<file path="src/rtl/dispense_sequencer.sv">
// dispense_sequencer
// Vending-slot dispense controller. A request picks one of four item slots;
// the controller checks stock, spins the slot motor until the IR drop sensor
// sees an item fall (with bounded retries and a motor-off settle gap between
// attempts), sounds a buzzer, and reports OK / SOLD_OUT / JAM with a
// one-cycle completion pulse. Per-item 4-bit stock counters are kept here
// and can be reloaded at any time by a restock pulse.

module dispense_sequencer #(
  parameter int TIMEOUT_CYCLES = 1000,
  parameter int SETTLE_CYCLES  = 20,
  parameter int BUZZ_CYCLES    = 50,
  parameter int MAX_RETRY      = 2,
  parameter int STOCK_INIT     = 5
) (
  input  logic        clk,
  input  logic        reset,
  input  logic        req_valid,
  input  logic [1:0]  req_item,
  output logic        req_ready,
  input  logic        IR_Sensor,
  input  logic        restock,
  output logic        DC_motor,
  output logic [3:0]  motor_sel,
  output logic        buzzer,
  output logic        done_valid,
  output logic [1:0]  done_status,
  output logic [15:0] stock_level,
  output logic        busy
);

  // One shared phase timer serves RUN, SETTLE and BUZZ, so it is sized for
  // the longest of the three phases.
  localparam int MAX_TC = (TIMEOUT_CYCLES > SETTLE_CYCLES)
                        ? ((TIMEOUT_CYCLES > BUZZ_CYCLES) ? TIMEOUT_CYCLES : BUZZ_CYCLES)
                        : ((SETTLE_CYCLES > BUZZ_CYCLES) ? SETTLE_CYCLES : BUZZ_CYCLES);
  localparam int TW = $clog2(MAX_TC + 1);
  localparam int RW = (MAX_RETRY > 0) ? $clog2(MAX_RETRY + 1) : 1;

  // Terminal counts: the timer starts at zero on phase entry, so the last
  // cycle of a phase of length N is the one where the timer reads N-1.
  localparam logic [TW-1:0] RUN_LAST    = TW'(TIMEOUT_CYCLES - 1);
  localparam logic [TW-1:0] SETTLE_LAST = TW'(SETTLE_CYCLES - 1);
  localparam logic [TW-1:0] BUZZ_LAST   = TW'(BUZZ_CYCLES - 1);
  localparam logic [RW-1:0] RETRY_MAX   = RW'(MAX_RETRY);
  localparam logic [3:0]    STOCK_V     = 4'(STOCK_INIT);

  localparam logic [1:0] STAT_OK       = 2'b00;
  localparam logic [1:0] STAT_SOLD_OUT = 2'b01;
  localparam logic [1:0] STAT_JAM      = 2'b10;

  typedef enum logic [2:0] {
    ST_IDLE   = 3'd0,
    ST_CHECK  = 3'd1,
    ST_RUN    = 3'd2,
    ST_SETTLE = 3'd3,
    ST_BUZZ   = 3'd4,
    ST_REPORT = 3'd5
  } state_e;

  // Slot index to one-hot motor select.
  function automatic logic [3:0] onehot4(input logic [1:0] idx);
    onehot4 = 4'b0001 << idx;
  endfunction

  state_e          state_q, state_d;
  logic [TW-1:0]   timer_q, timer_d;
  logic [RW-1:0]   retry_q, retry_d;
  logic [1:0]      item_q, item_d;
  logic [1:0]      result_q, result_d;
  logic [1:0]      done_status_q, done_status_d;
  logic [15:0]     stock_q, stock_d;

  // IR drop-detector synchronizer and edge-detect history.
  logic            ir_s1_q, ir_s2_q, ir_prev_q;
  logic            detect_s;
  logic            dec_s;
  logic [3:0]      stock_cur_s;

  // Rising edge of the synchronized IR signal. Because the history flop
  // runs continuously, a sensor already high when RUN starts never shows
  // an edge inside RUN, so a blocked or stuck-high sensor cannot fake a drop.
  assign detect_s    = ir_s2_q & ~ir_prev_q;
  assign stock_cur_s = stock_q[{item_q, 2'b00} +: 4];

  // Synchronize the asynchronous IR sensor and keep one cycle of history.
  always_ff @(posedge clk) begin
    if (reset) begin
      ir_s1_q   <= 1'b0;
      ir_s2_q   <= 1'b0;
      ir_prev_q <= 1'b0;
    end else begin
      ir_s1_q   <= IR_Sensor;
      ir_s2_q   <= ir_s1_q;
      ir_prev_q <= ir_s2_q;
    end
  end

  // FSM state and datapath registers; reset aborts any sequence in flight.
  always_ff @(posedge clk) begin
    if (reset) begin
      state_q       <= ST_IDLE;
      timer_q       <= '0;
      retry_q       <= '0;
      item_q        <= 2'd0;
      result_q      <= STAT_OK;
      done_status_q <= STAT_OK;
      stock_q       <= {4{STOCK_V}};
    end else begin
      state_q       <= state_d;
      timer_q       <= timer_d;
      retry_q       <= retry_d;
      item_q        <= item_d;
      result_q      <= result_d;
      done_status_q <= done_status_d;
      stock_q       <= stock_d;
    end
  end

  // Next-state, timer, retry, result and stock update logic.
  always_comb begin
    state_d       = state_q;
    timer_d       = timer_q;
    retry_d       = retry_q;
    item_d        = item_q;
    result_d      = result_q;
    stock_d       = stock_q;
    done_status_d = done_status_q;
    dec_s         = 1'b0;

    case (state_q)
      ST_IDLE: begin
        // req_ready is high throughout IDLE, so req_valid alone accepts.
        if (req_valid) begin
          state_d = ST_CHECK;
          item_d  = req_item;
          timer_d = '0;
          retry_d = '0;
        end else begin
          state_d = ST_IDLE;
        end
      end

      ST_CHECK: begin
        if (stock_cur_s == 4'd0) begin
          state_d  = ST_REPORT;
          result_d = STAT_SOLD_OUT;
        end else begin
          state_d = ST_RUN;
          timer_d = '0;
        end
      end

      ST_RUN: begin
        // A drop seen on the final timeout cycle still counts as success.
        if (detect_s) begin
          dec_s    = 1'b1;
          state_d  = ST_BUZZ;
          result_d = STAT_OK;
          timer_d  = '0;
        end else if (timer_q == RUN_LAST) begin
          if (retry_q < RETRY_MAX) begin
            retry_d = retry_q + RW'(1);
            state_d = ST_SETTLE;
            timer_d = '0;
          end else begin
            state_d  = ST_BUZZ;
            result_d = STAT_JAM;
            timer_d  = '0;
          end
        end else begin
          timer_d = timer_q + TW'(1);
        end
      end

      ST_SETTLE: begin
        if (timer_q == SETTLE_LAST) begin
          state_d = ST_RUN;
          timer_d = '0;
        end else begin
          timer_d = timer_q + TW'(1);
        end
      end

      ST_BUZZ: begin
        if (timer_q == BUZZ_LAST) begin
          state_d = ST_REPORT;
          timer_d = '0;
        end else begin
          timer_d = timer_q + TW'(1);
        end
      end

      ST_REPORT: begin
        state_d = ST_IDLE;
      end

      default: begin
        state_d = ST_IDLE;
        timer_d = '0;
        retry_d = '0;
      end
    endcase

    // CHECK already rejects empty slots; the zero guard keeps the counter
    // from wrapping even if that invariant were ever broken.
    if (dec_s && (stock_cur_s != 4'd0)) begin
      stock_d[{item_q, 2'b00} +: 4] = stock_cur_s - 4'd1;
    end else begin
      stock_d = stock_q;
    end

    // A restock on the same edge as a decrement wins.
    if (restock) begin
      stock_d = {4{STOCK_V}};
    end else begin
      stock_d = stock_d;
    end

    // The reported status changes only as REPORT is entered, so the output
    // shows the new result during the done pulse and holds it afterwards.
    if ((state_d == ST_REPORT) && (state_q != ST_REPORT)) begin
      done_status_d = result_d;
    end else begin
      done_status_d = done_status_q;
    end
  end

  // Output decode from the registered state.
  always_comb begin
    req_ready  = 1'b0;
    DC_motor   = 1'b0;
    motor_sel  = 4'b0000;
    buzzer     = 1'b0;
    done_valid = 1'b0;

    case (state_q)
      ST_IDLE: begin
        req_ready = 1'b1;
      end
      ST_RUN: begin
        DC_motor  = 1'b1;
        motor_sel = onehot4(item_q);
      end
      ST_BUZZ: begin
        buzzer = 1'b1;
      end
      ST_REPORT: begin
        done_valid = 1'b1;
      end
      ST_CHECK, ST_SETTLE: begin
        req_ready = 1'b0;
      end
      default: begin
        req_ready = 1'b0;
      end
    endcase
  end

  assign busy        = ~req_ready;
  assign done_status = done_status_q;
  assign stock_level = stock_q;

endmodule

</file>
<file path="config.mk">
export PLATFORM = sky130hd
export DESIGN_NAME = dispense_sequencer
export DESIGN_NICKNAME = d
export VERILOG_FILES = /design/src/rtl/dispense_sequencer.sv
export SDC_FILE = /design/constraint.sdc
export NUM_CORES = 1
export LEC_CHECK = 0
export CAP_MARGIN = 0
export CORE_MARGIN = 3
export CORE_UTILIZATION = 35
export CTS_CLUSTER_DIAMETER = 50
export DETAILED_ROUTE_END_ITERATION = 8
export HOLD_SLACK_MARGIN = 0.03
export RECOVER_POWER = 50
export SETUP_SLACK_MARGIN = 0.4
export SLEW_MARGIN = 20
export SYNTH_ARGS = -nofsm -noshare
export SYNTH_HDL_FRONTEND = slang
export SYNTH_SLANG_ARGS = --single-unit
</file>
<file path="constraint.sdc">
create_clock -name clk -period 7 [get_ports clk]
set_input_delay 1.4 -clock clk [delete_from_list [all_inputs] [get_ports clk]]
set_output_delay 1.4 -clock clk [all_outputs]
set_load 0.03 [all_outputs]
</file>
==> out/summary.txt, run 1 <==
====================================================================================================
Status ................................................................................ finished clean
Maximum clock frequency ...............................................................      275 MHz
Die extent in x .......................................................................      83.9 um
Fraction of the cycle the final worst path needs ......................................        0.519
Area of the mapped netlist ............................................................ 0.00212 sq mm
Static leakage ........................................................................     0.887 nW
Post-synth top cells .................................................................. dfxtp_1, nor2_1, nand2_1
Clock Sinks ...........................................................................           40
Clock root buffer .....................................................................     clkbuf_8
Total overflow reported by the global router ..........................................            0
I/O pin count .........................................................................           34
Total setup violations reported at the end of the flow ................................            0
Synth area leader .....................................................................      dfxtp_1
Critical setup path kind .............................................................. flip-flop to output port
Cell count along the critical path ....................................................            4
Maximum clock insertion buffer count ..................................................            2
Startpoint types ......................................................................    flip-flop
Clock buffer count from CTS ...........................................................            5
Clock skew ............................................................................   0.00656 ns
Final layout net count ................................................................          299
Worst voltage drop across the vdd grid ................................................    0.0715 mV
Number of synthesized flops with an enable pin ........................................            0
Unrepaired setup endpoints after global routing .......................................           no
Slew at the pin with the worst max-slew slack .........................................     0.633 ns
Critical path buffer and inverter count ...............................................            2
Share of synthesized flip-flops with an asynchronous set or reset .....................            0
Maximum fanout along the worst path ...................................................           15
TritonCTS clock tree ..................................................................          yes
Post-route antenna net violation count ................................................            0
Count of port buffers added during placement ..........................................           33
Via count of the first global-routing pass ............................................         1669
Worst R2R Path Depth ..................................................................            9
Number of antenna violations at the first check in global routing .....................            0
Buffers inserted by post-CTS timing repair ............................................            0
Worst setup EP type ...................................................................  output port
Kind of cell adding the most delay to the critical path ............................... buffers and inverters
Syn avg cell area .....................................................................   8.33 sq um
Detailed Place HPWL ...................................................................      3660 um
Number of pins with negative max-slew slack in the final report .......................            0
Share of final-layout standard cells stronger than drive strength 1 ...................       0.0530
Largest net degree at the start of global routing .....................................           17
Number of resized instances in the post-cts repair step ...............................            0
Most frequently used cell type in the post-synthesis netlist ..........................      dfxtp_1
Routed length per instance ............................................................      13.9 um
Instance count along the most critical hold path ......................................            1
Data required time of the worst path ..................................................      5.60 ns
Global-route wire length before repair ................................................      8220 um
Final-layout fill cell count ..........................................................          560
Yosys synthesis warning count .........................................................            0
Area fraction of the dominant cell type after synthesis ...............................        0.377
Max cap viols .........................................................................            0
Routability cong. .....................................................................        0.814
CP max-delay cell .....................................................................      dfxtp_1
Power density over the cells ..........................................................  170 mW/mm^2
Total Routed Length ...................................................................      4940 um
Max H-tree Level ......................................................................            2
Number of optimization iterations in the first detailed-route pass ....................            4
Growth of design area from synthesis to finish ........................................        20.3%
Post-Synthesis Net Count ..............................................................          271
Antenna Cells .........................................................................            0
Largest stage delay on the critical path ..............................................      0.70 ns
Detailed-route DRC error count ........................................................            0
Clock-pin slew reported for the worst setup and hold paths after clock tree synthesis .      0.07 ns
Most used flip-flop cell after synthesis ..............................................      dfxtp_1
Hold-fix buffers at CTS ...............................................................            0
Part of the Yosys area used for sequential elements ...................................        0.377
Type of the most critical hold path ................................................... flip-flop to flip-flop
Standard-cell rows ....................................................................           27
Core outline area ..................................................................... 0.00568 sq mm
Distinct cell type count after synthesis ..............................................           50
Final number of hold-violating endpoints ..............................................            0
Height of the die .....................................................................      83.9 um
Starting utilization of the core area .................................................        0.374
Fin util ..............................................................................        0.450
Overall via count from detail_route ...................................................         1828
All-layer global routing usage ........................................................        0.144
Cells traversed along the worst timing path ........................................... inv_1 -> ha_1 -> and2_1 -> clkdlybuf4s50_1
Sum of negative setup slack ...........................................................         0 ns
Register bit total from synthesis .....................................................           40
Post-Syn Instances ....................................................................          255
Drt first-iter violations .............................................................          100
Critical path arrival .................................................................      2.24 ns
Time the worst path needs with I/O delays and setup ...................................      3.64 ns
Main area contributors after synthesis ................................................ dfxtp_1, nor2_1, ha_1
Worst slew margin relative to its limit ...............................................        0.576
Total Die Area ........................................................................ 0.00704 sq mm
DR vias/cell ..........................................................................         5.15
Insertion delay to the later sink of the worst-skew pair ..............................      0.29 ns
====================================================================================================
## state kept, by name (all words and copies together) (netlist names)
register / flops
retry_q: 2
done_status: 2
ir_prev_q: 1
state_q: 3
stock_level: 16
result_q: 2
item_q: 2
ir_s1_q: 1
timer_q: 10
ir_s2_q: 1
## layout make-up
class,instances,area [sq um],area share
clock inverters,1,5.00,0.00196
inverters,10,37.5,0.0147
flip-flops and latches,40,801,0.313
clock buffers,6,72.6,0.0284
multi-input cells,193,1220,0.477
well taps,72,90.1,0.0353
repair buffers,33,330,0.129
## power by group
group | leakage (nW) | internal (W) | switching [W]
registers | 0.324 | 0.000231 | 0.00000749
clock network | 0.0410 | 0.0000678 | 0.0000775
logic | 0.522 | 0.0000195 | 0.0000318
total | 0.887 | 0.000318 | 0.000117
## stage by stage
stage               worst slack, ns  hold slack [ns]  power [W]  instance area (sq um)  instances
floorplan                      4.10            0.414   0.000279                   2120        255
global placement               3.70            0.422   0.000295                   2490        348
detailed placement             3.68            0.426   0.000295                   2490        348
CTS                            3.34            0.444   0.000440                   2560        355
global route                   3.19            0.461   0.000454                   2550        355
finish                         3.36            0.439   0.000435                   2550        355
## cells by family (layout without fill, tap and decap cells)
logic type,count (synthesis),in the layout,share of synthesized area
simple gates,114,114,0.268
flops,40,40,0.377
xor+xnor,10,10,0.0412
mux,6,6,0.0489
buf+inv,22,50,0.0442
fa+ha+maj,9,9,0.0530
compound gates,54,54,0.168
## cell usage in the layout, fill, tap and decap left out, drive strengths merged, types with 6 or more instances in the layout
cell type       n
xnor2          10
clkbuf          6
ha              9
nor2           33
a21oi          21
inv            10
and2            6
nor2b           9
nand3          14
nand2          27
o21ai           9
clkdlybuf4s50  13
dfxtp          40
dlygate4sd3    20
## metal layers
metal / wire, um / global-route usage / vias to the layer above / share of wire
met1: 2300 / 0.189 / 828 / 0.47
met4: 59 / 0.0439 / 0 / 0.012
li1: - / - / 938 / -
met5: 0 / 0 / - / 0
met2: 2330 / 0.234 / 55 / 0.47
met3: 243 / 0.0306 / 7 / 0.049
## worst paths after layout
kind,start,to,slack [ns]
setup reg to reg,item_q[0],timer_q[1],3.82
hold / removal,ir_s1_q,ir_s2_q,0.44
hold reg to reg,ir_s1_q,ir_s2_q,0.44
setup / recovery,item_q[0],motor_sel[0],3.36
Power figures use the tool's default switching activity.
==> run 2: changes to the inputs <==
- clock period: 7 -> 3.7 ns (I/O delays scaled with it)
==> run 2 against run 1 <==
Net effect: combinational power rose by 87%; critical path depth rose by 5; critical endpoint is now timer_q[1]; critical path type is now flip-flop to flip-flop; die area unchanged; sequential power rose by 89%; utilization rose by 0.95 points; count of clock-buffer cells in the layout decreased by 1.
==> out/summary.txt, run 2 (synthesis gave the netlist of run 1 again) <==
====================================================================================================
Insertion delay to the later sink of the worst-skew pair ..............................      0.29 ns
Slew at the pin with the worst max-slew slack .........................................     0.688 ns
Worst slew margin relative to its limit ...............................................        0.540
Clock skew ............................................................................   0.00634 ns
Register area .........................................................................    801 sq um
Most common cell after layout, fill and taps aside ....................................      dfxtp_1
TritonCTS clock tree ..................................................................          yes
Number of placed instances with taps included .........................................          349
Share of final-layout standard cells stronger than drive strength 1 ...................       0.0563
All-layer global routing usage ........................................................        0.147
Clock buffer count from CTS ...........................................................            5
Critical path arrival .................................................................      3.30 ns
Startpoint types ......................................................................    flip-flop
Buffers inserted by post-CTS timing repair ............................................            0
Fraction of the cycle the final worst path needs ......................................        0.835
Final-layout fill cell count ..........................................................          570
Die extent in x .......................................................................      83.9 um
Largest net degree at the start of global routing .....................................           17
Maximum clock frequency ...............................................................      324 MHz
Maximum clock insertion buffer count ..................................................            2
Data required time of the worst path ..................................................      3.91 ns
Hold-fix buffers at CTS ...............................................................            0
Total Die Area ........................................................................ 0.00704 sq mm
Count of port buffers added during placement ..........................................           33
Worst voltage drop across the vdd grid ................................................     0.218 mV
Detailed Place HPWL ...................................................................      3740 um
Routed length per instance ............................................................      13.7 um
Post-route antenna net violation count ................................................            0
Power density over the cells ..........................................................  369 mW/mm^2
Number of resized instances in the post-cts repair step ...............................            0
Sum of negative setup slack ...........................................................         0 ns
Placed Instance Area .................................................................. 0.00249 sq mm
Total setup violations reported at the end of the flow ................................            0
Max FFs per register ..................................................................           16
Via count of the first global-routing pass ............................................         1786
Standard-cell rows ....................................................................           27
Clock root buffer .....................................................................     clkbuf_8
Total Routed Length ...................................................................      4890 um
Cells traversed along the worst timing path ........................................... mux4_2 -> inv_1 -> ha_1 -> nand2_1 -> a2bb2o_1 -> a211o_1 -> nand2_1 -> a21o_1 -> a211oi_1
Growth of design area from synthesis to finish ........................................        22.9%
Maximum fanout along the worst path ...................................................           15
Kind of cell adding the most delay to the critical path ............................... compound AO/OA/AOI/OAI gates
Worst setup EP type ...................................................................    flip-flop
Core outline area ..................................................................... 0.00568 sq mm
Final layout net count ................................................................          300
Total overflow reported by the global router ..........................................            0
Critical path buffer and inverter count ...............................................            1
CP max-delay cell .....................................................................      dfxtp_1
Number of optimization iterations in the first detailed-route pass ....................            4
Routability cong. .....................................................................        0.913
Final instance count without filler cells .............................................          356
Max cap viols .........................................................................            0
Overall via count from detail_route ...................................................         1850
Static leakage ........................................................................     0.916 nW
Starting utilization of the core area .................................................        0.374
Number of antenna violations at the first check in global routing .....................            0
Most used cells in the layout excluding fill and tap cells ............................ dfxtp_1, nor2_1, nand2_1, dlygate4sd3_1, a21oi_1
Unrepaired setup endpoints after global routing .......................................           no
Height of the die .....................................................................      83.9 um
Number of pins with negative max-slew slack in the final report .......................            0
Final instance area ................................................................... 0.00261 sq mm
I/O pin count .........................................................................           34
Clock-pin slew reported for the worst setup and hold paths after clock tree synthesis .      0.08 ns
Status ................................................................................ finished clean
Type of the most critical hold path ................................................... flip-flop to flip-flop
Largest stage delay on the critical path ..............................................      0.68 ns
Max H-tree Level ......................................................................            2
Clock Sinks ...........................................................................           40
Cell repeated most along the worst path ...............................................      nand2_1
Critical setup path kind .............................................................. flip-flop to flip-flop
Detailed-route DRC error count ........................................................            0
Global-route wire length before repair ................................................      8440 um
Time the worst path needs with I/O delays and setup ...................................      3.09 ns
DR vias/cell ..........................................................................         5.20
Drt first-iter violations .............................................................          100
Antenna Cells .........................................................................            0
Combined area of the multi-input logic cells .......................................... 0.00121 sq mm
Final number of hold-violating endpoints ..............................................            0
====================================================================================================
-- run 2: path summary, 6_finish.rpt --
kind	start	endpoint	slack, ns	cells after the start
worst max-delay path	item_q[0]	timer_q[1]	0.61	9
worst min-delay path	ir_s1_q	ir_s2_q	0.45	1
worst max register to register	item_q[0]	timer_q[1]	0.61	9
worst min register to register	ir_s1_q	ir_s2_q	0.45	1
-- run 2: routing by layer --
layer	part of all wire	wire length, um	track usage	vias to the layer above
li1	-	-	-	943
met1	0.46	2250	0.191	836
met2	0.46	2270	0.236	60
met3	0.057	278	0.0316	11
met4	0.021	101	0.0570	0
met5	0	0	0	-
-- run 2: where the power goes --
group	internal, W	leakage [nW]	switching, W
Sequential	0.000437	0.324	0.0000137
Clock	0.000266	0.0642	0.000150
Combinational	0.0000366	0.528	0.0000595
-- run 2: cell type report --
class,instances,area share
repair buffers,34,0.129
well taps,72,0.0345
clock inverters,2,0.0230
flip-flops and latches,40,0.307
multi-input cells,193,0.465
inverters,10,0.0144
clock buffers,5,0.0264
-- run 2: stage by stage --
step           setup WS, ns   util  power (W)  hold slack (ns)
3_3_place_gp          0.795  0.440   0.000559            0.433
6_report              0.610  0.460   0.000962            0.447
3_5_place_dp          0.690  0.440   0.000559            0.430
4_1_cts               0.666  0.462   0.000976            0.449
2_1_floorplan          1.03      -   0.000529            0.414
5_1_grt               0.321  0.460   0.000999            0.463
